--- src/rtl/qif_pkg.sv ---
// Shared types and default parameters for the time-multiplexed QIF neuron array.
package qif_pkg;

    localparam int                 N_NEURONS_DEF = 8;
    localparam logic signed [7:0]  V_RESET_DEF   = -8'sd20;
    localparam logic signed [7:0]  V_PEAK_DEF    = 8'sd50;
    localparam int                 A_SHIFT_DEF   = 6;

    typedef logic signed [7:0] mem_t;

    typedef enum logic [2:0] {
        IDLE,
        LOAD,
        COMPUTE,
        WRITE,
        EMIT,
        DONE
    } state_t;

endpackage

--- src/rtl/qif_update_core.sv ---
// Combinational QIF membrane update: v + (v^2 >> A_SHIFT) + i, with spike detect and saturation.
module qif_update_core
    import qif_pkg::*;
#(
    parameter logic signed [7:0] V_RESET = V_RESET_DEF,
    parameter logic signed [7:0] V_PEAK  = V_PEAK_DEF,
    parameter int                A_SHIFT = A_SHIFT_DEF
) (
    input  mem_t v,
    input  mem_t i,
    output mem_t v_next,
    output logic fired
);

    localparam logic signed [17:0] SAT_MAX = 18'sd127;
    localparam logic signed [17:0] SAT_MIN = -18'sd128;

    logic signed [15:0] v_wide;
    logic        [15:0] v_sq;
    logic signed [17:0] sum;
    logic signed [17:0] peak_wide;

    // NOTE: every output of a combinational block gets a default first so no path leaves it unassigned and infers a latch.
    always_comb begin
        v_next    = '0;
        fired     = 1'b0;
        v_wide    = {{8{v[7]}}, v};
        // |v| <= 128, so the square always fits 16 bits and is non-negative.
        v_sq      = v_wide * v_wide;
        sum       = {{10{v[7]}}, v} + {2'b00, v_sq >> A_SHIFT} + {{10{i[7]}}, i};
        peak_wide = {{10{V_PEAK[7]}}, V_PEAK};

        if (sum >= peak_wide) begin
            fired  = 1'b1;
            v_next = V_RESET;
        end else if (sum > SAT_MAX) begin
            v_next = 8'sd127;
        end else if (sum < SAT_MIN) begin
            v_next = -8'sd128;
        end else begin
            v_next = sum[7:0];
        end
    end

endmodule

--- src/rtl/qif_neuron_scheduler.sv ---
// Sweeps N_NEURONS QIF neurons through one shared update core, emitting spike events with backpressure.
module qif_neuron_scheduler
    import qif_pkg::*;
#(
    parameter int                N_NEURONS = N_NEURONS_DEF,
    parameter logic signed [7:0] V_RESET   = V_RESET_DEF,
    parameter logic signed [7:0] V_PEAK    = V_PEAK_DEF,
    parameter int                A_SHIFT   = A_SHIFT_DEF,
    localparam int               IW        = $clog2(N_NEURONS)
) (
    input  logic                 clk,
    input  logic                 reset,
    input  logic                 start,
    output logic                 busy,
    output logic                 done,
    input  logic                 wr_en,
    input  logic [IW-1:0]        wr_addr,
    input  logic signed [7:0]    wr_data,
    input  logic [IW-1:0]        rd_addr,
    output logic signed [7:0]    rd_data,
    output logic                 spike_valid,
    output logic [IW-1:0]        spike_id,
    input  logic                 spike_ready
);

    localparam logic [IW-1:0] LAST = IW'(N_NEURONS - 1);

    state_t        state, state_nx;
    logic [IW-1:0] idx;
    mem_t          v_mem [N_NEURONS];
    mem_t          i_mem [N_NEURONS];
    mem_t          v_op, i_op, v_res;
    logic          fired_r;
    mem_t          core_v_next;
    logic          core_fired;

    qif_update_core #(
        .V_RESET (V_RESET),
        .V_PEAK  (V_PEAK),
        .A_SHIFT (A_SHIFT)
    ) u_core (
        .v      (v_op),
        .i      (i_op),
        .v_next (core_v_next),
        .fired  (core_fired)
    );

    // NOTE: the V and I arrays are deliberately reset (architectural state must read 0), which keeps them in flops rather than RAM.
    always_ff @(posedge clk) begin
        if (reset) begin
            state   <= IDLE;
            idx     <= '0;
            v_op    <= '0;
            i_op    <= '0;
            v_res   <= '0;
            fired_r <= 1'b0;
            for (int n = 0; n < N_NEURONS; n++) begin
                v_mem[n] <= '0;
                i_mem[n] <= '0;
            end
        end else begin
            state <= state_nx;
            // Host writes land only while idle; a write alongside start is seen by the sweep.
            if (state == IDLE && wr_en)
                i_mem[wr_addr] <= wr_data;
            case (state)
                IDLE:    if (start) idx <= '0;
                LOAD: begin
                    v_op <= v_mem[idx];
                    i_op <= i_mem[idx];
                end
                COMPUTE: begin
                    v_res   <= core_v_next;
                    fired_r <= core_fired;
                end
                WRITE: begin
                    v_mem[idx] <= v_res;
                    if (!fired_r && idx != LAST) idx <= idx + 1'b1;
                end
                EMIT:    if (spike_ready && idx != LAST) idx <= idx + 1'b1;
                default: ;
            endcase
        end
    end

    always_comb begin
        state_nx    = state;
        busy        = 1'b0;
        done        = 1'b0;
        spike_valid = 1'b0;
        spike_id    = '0;
        case (state)
            IDLE:    if (start) state_nx = LOAD;
            LOAD: begin
                busy     = 1'b1;
                state_nx = COMPUTE;
            end
            COMPUTE: begin
                busy     = 1'b1;
                state_nx = WRITE;
            end
            WRITE: begin
                busy = 1'b1;
                if (fired_r)          state_nx = EMIT;
                else if (idx == LAST) state_nx = DONE;
                else                  state_nx = LOAD;
            end
            EMIT: begin
                busy        = 1'b1;
                spike_valid = 1'b1;
                spike_id    = idx;
                if (spike_ready) state_nx = (idx == LAST) ? DONE : LOAD;
            end
            DONE: begin
                done     = 1'b1;
                state_nx = IDLE;
            end
            default: state_nx = IDLE;
        endcase
    end

    assign rd_data = v_mem[rd_addr];

endmodule

--- config.mk ---
export PLATFORM = sky130hd
export DESIGN_NAME = qif_neuron_scheduler
export DESIGN_NICKNAME = d
export VERILOG_FILES = /design/src/rtl/qif_pkg.sv /design/src/rtl/qif_update_core.sv /design/src/rtl/qif_neuron_scheduler.sv
export SDC_FILE = /design/constraint.sdc
export NUM_CORES = 1
export LEC_CHECK = 0
export ABC_AREA = 1
export BUFFER_PORTS_ARGS = -buffer_cell sky130_fd_sc_hd__buf_2
export CELL_PAD_IN_SITES_DETAIL_PLACEMENT = 0
export CELL_PAD_IN_SITES_GLOBAL_PLACEMENT = 1
export CORE_UTILIZATION = 44
export CTS_CLUSTER_SIZE = 12
export DETAILED_ROUTE_END_ITERATION = 10
export GPL_TIMING_DRIVEN = 0
export PLACE_DENSITY_LB_ADDON = 0.2
export SETUP_SLACK_MARGIN = 0.02
export SLEW_MARGIN = 20
export SYNTH_ARGS = -nofsm -noshare
export SYNTH_HDL_FRONTEND = slang
export SYNTH_SLANG_ARGS = --single-unit
export TNS_END_PERCENT = 10
--- constraint.sdc ---
create_clock -name clk -period 6.6 [get_ports clk]
set_clock_uncertainty 0.15 [all_clocks]
set_input_delay 0.33 -clock clk [delete_from_list [all_inputs] [get_ports clk]]
set_output_delay 0.33 -clock clk [all_outputs]
set_load 0.03 [all_outputs]
==> metrics.md <==
| Metric | Value |
|---|---|
| Clock power frac | 24.4% |
| Hpwl dp | between 20 and 25 mm |
| First-pass GRT wire length | 48.0 mm |
| Peak supply drop | 0.202 mV |
| Switching power | 1.61 mW |
| Cells after DPL | 1,653 |
| Worst-path clk slew | 70 ps |
| Primary FF master, synth | edfxtp_1 |
| Critical Path AT | between 7000 and 8000 ps |
| Most frequent cells in the layout | nor2_1, inv_1, nand2_1 |
| GP Congestion | roughly 0.87 |
| Crit Path Category | reg -> reg |
| Cts hold-fix bufs | 0 |
| Slew Viols, Final | 0 |
| Slew headroom | 43.1% |
| Type of the most critical hold path | in -> reg |
| CTS buffer count | 17 |
| Sequential Power Share | 28.9% |
| H-tree depth | 4 |
| Port Buffers | 31 |
| Status | finished with violations |
| Die Wd | 159 um |
| CTS tree | yes |
| Crit path time final | 6860 ps |
| Total congestion overflow | 0 |
| DIE AREA | 25,100 um2 |
| Lkg Pwr | 5.69 nW |
| Starting Density | 45.4% |
| Vias in the first global route | 8,940 |
| Fin util | 54.2% |
| PwrDens | 320 nW/um2 |
| Post-synthesis cell type count | 43 |
| Final period util | 104% |
| CP endpoint kind | register |
| Final setup fails | 9 |
| Worst setup SP type | register |
| Clock Tree Root | clkbuf_16 |
| Combinational fraction of design power | around 47% |
| DRC Markers | 0 |
| Via density | 5.22 |
| Clock tree sinks | ~160 |
| CP required | roughly 7000 ps |
| Row cnt | 56 |
| Max cap viols | 0 |
| Syn Std Cell Area | 10,800 um2 |
| Antenna Nets Post-Route | 0 |
| Yosys warns | 0 |
| Layout cell share with drive strength beyond 1 | 17.8% |
| Most common cell after layout, fill and taps aside | nor2_1 |
| Routed wire length per instance | roughly 18 um |
| Skew-Pair Late Insertion Delay | around 420 ps |
| Worst path most repeated cell | nand2_1 |
| CP max FO | 7 |
| Critical Path Max Stage Delay | 570 ps |
| Syn Area/Cell | ~8.3 um2 |
| Post-route setup TNS | -1940 ps |
| Area grow syn2layout | 19.3% |
| Crit path max-delay cell type | fa_1 |
| Final WS setup | -258 ps |
| DRT Pass-1 Iters | 5 |
| Sw frac | 39.2% |
| Vias after detailed routing | 9,050 |
| Hold violation count in the final report | 0 |
| Failing checks | negative setup slack |
| Internal power | roughly 2.5 mW |
| Max Clk Rate | ~150 MHz |
| Clk buf depth | 2 |
| RSZ-0062 raised after global routing | yes |
| N_diodes | 0 |
| Slew @ Worst Pin | 848 ps |
| Initial antenna violation count | 0 |
| Initial DRC Count | 630 |
| Post-synthesis sequential area ratio | about two fifths |
| Final-stage net count | 1,515 |
| Final non-filler cell total | 1,733 |
| Gr usage total | approximately 26% |
| Async SR Flop Fraction | 0% |
| Synth Instances | approximately 1.3k |
| Flops & latches, synth | 159 |
| Core area | 23,800 um2 |
| Final Routed Wirelength | 30.5 mm |
| Post-synth EDFFs | roughly 130 |
| Largest net degree at the start of global routing | 17 |
| Synthesized Nets | roughly 1.4k |
| I/O pin cnt | 33 |
| Overall die height | 159 um |
==> layer usage <==
metal / vias up / track usage, % / share of wire, %
li1: 4455 / - / -
met1: 4356 / 33.4 / 44
met2: 198 / 45.1 / 50
met3: 41 / 3.43 / 3.9
met4: 0 / 6.41 / 1.9
met5: - / 0 / 0
==> worst paths after layout <==
path | from | end | slack [ps] | cells past startpoint
min reg2reg | v_res[1] | v_res[1] | 330 | 2
max reg2reg | v_op[7] | v_res[4] | -260 | 40
min | start | state[0] | 120 | 5
max | v_op[7] | v_res[4] | -260 | 40
==> critical path: cells and delay by family (launching register included) <==
family	cells	cell delay, ps
adders and majority gates	7	2770
DFF	1	420
and+or+nand+nor	18	1750
xor gates and xnor gates	2	280
buffers and inverters	8	800
AOI/OAI and AO/OA	5	610
==> cell families after synthesis <==
group	synth area share [%]
adder cells (fa/ha/maj)	13.9
AO/OA/AOI/OAI	13.1
buffers and inverters	9.42
flip-flops	41.4
AND/OR/NAND/NOR	19.6
XOR/XNOR	2.60
==> power by group through the flow <==
| stage | Sequential [mW] | Clock, mW | Combinational, mW |
|---|---|---|---|
| global placement | 1.21 | 0 | 1.55 |
| CTS | 1.19 | 1.01 | 1.79 |
| floorplan | 1.19 | 0 | 1.20 |
| global route | 1.19 | 1.05 | 2.15 |
| finish | 1.19 | 1.00 | 1.92 |
| detailed placement | 1.21 | 0 | 1.57 |
==> final cells by class <==
| class | instances | area [um2] |
|---|---|---|
| clock inverter | 13 | 161 |
| fill | 2236 | 10900 |
| clock buffer | 19 | 433 |
| inverter | 221 | 837 |
| timing repair buffer | 79 | 561 |
| buffer | 47 | 278 |
| tap | 319 | 399 |
| multi-input combinational | 876 | 5710 |
| sequential | 159 | 4480 |
==> sequential cells by signal, indices dropped and copies added, names as in the netlist <==
register,count
i_mem,64
v_mem,64
i_op,8
v_op,8
v_res,8
idx,3
state,3
fired_r,1
==> through the flow <==
stage / hold WS (ps) / worst slack [ps] / power, mW / area (um2)
finish: 117 / -258 / 4.11 / 12900
global route: 121 / -711 / 4.40 / 12900
CTS: 104 / -343 / 3.99 / 12600
detailed placement: 314 / -866 / 2.78 / 11400
global placement: 308 / -758 / 2.76 / 11400
floorplan: 295 / 26.8 / 2.39 / 10800
==> cell usage after synthesis (all sizes together), types with 2 or more instances <==
| library cell | n | area share, % |
|---|---|---|
| edfxtp | 128 | 36 |
| a22o | 3 | 0.24 |
| o21bai | 4 | 0.28 |
| a31oi | 12 | 0.70 |
| o221a | 5 | 0.52 |
| o221ai | 11 | 0.89 |
| nand4 | 8 | 0.46 |
| a21o | 6 | 0.42 |
| o21ai | 104 | 4.8 |
| dfxtp | 31 | 5.8 |
| fa | 41 | 7.6 |
| ha | 54 | 6.3 |
| o211ai | 8 | 0.56 |
| nor3 | 5 | 0.28 |
| xnor2 | 12 | 0.97 |
| buf | 6 | 0.26 |
| nor4 | 2 | 0.12 |
| inv | 216 | 7.5 |
| nand3 | 29 | 1.6 |
| nand2 | 213 | 7.8 |
| clkbuf | 40 | 1.4 |
| a21oi | 60 | 2.9 |
| or2 | 7 | 0.41 |
| clkinv | 5 | 0.17 |
| nor2 | 245 | 8.7 |
| nand3b | 3 | 0.21 |
| xor2 | 20 | 1.6 |
| a22oi | 2 | 0.14 |
| a221oi | 5 | 0.41 |
| a311oi | 7 | 0.57 |
| a211oi | 8 | 0.56 |
==> what timing repair did <==
item,CTS,global route
setup endpoints to repair,9,9
gates resized for setup,74,45
gates cloned,2,0
buffers inserted,38,8
pin swaps,51,40
No activity file was read; power rests on OpenSTA's default activity.
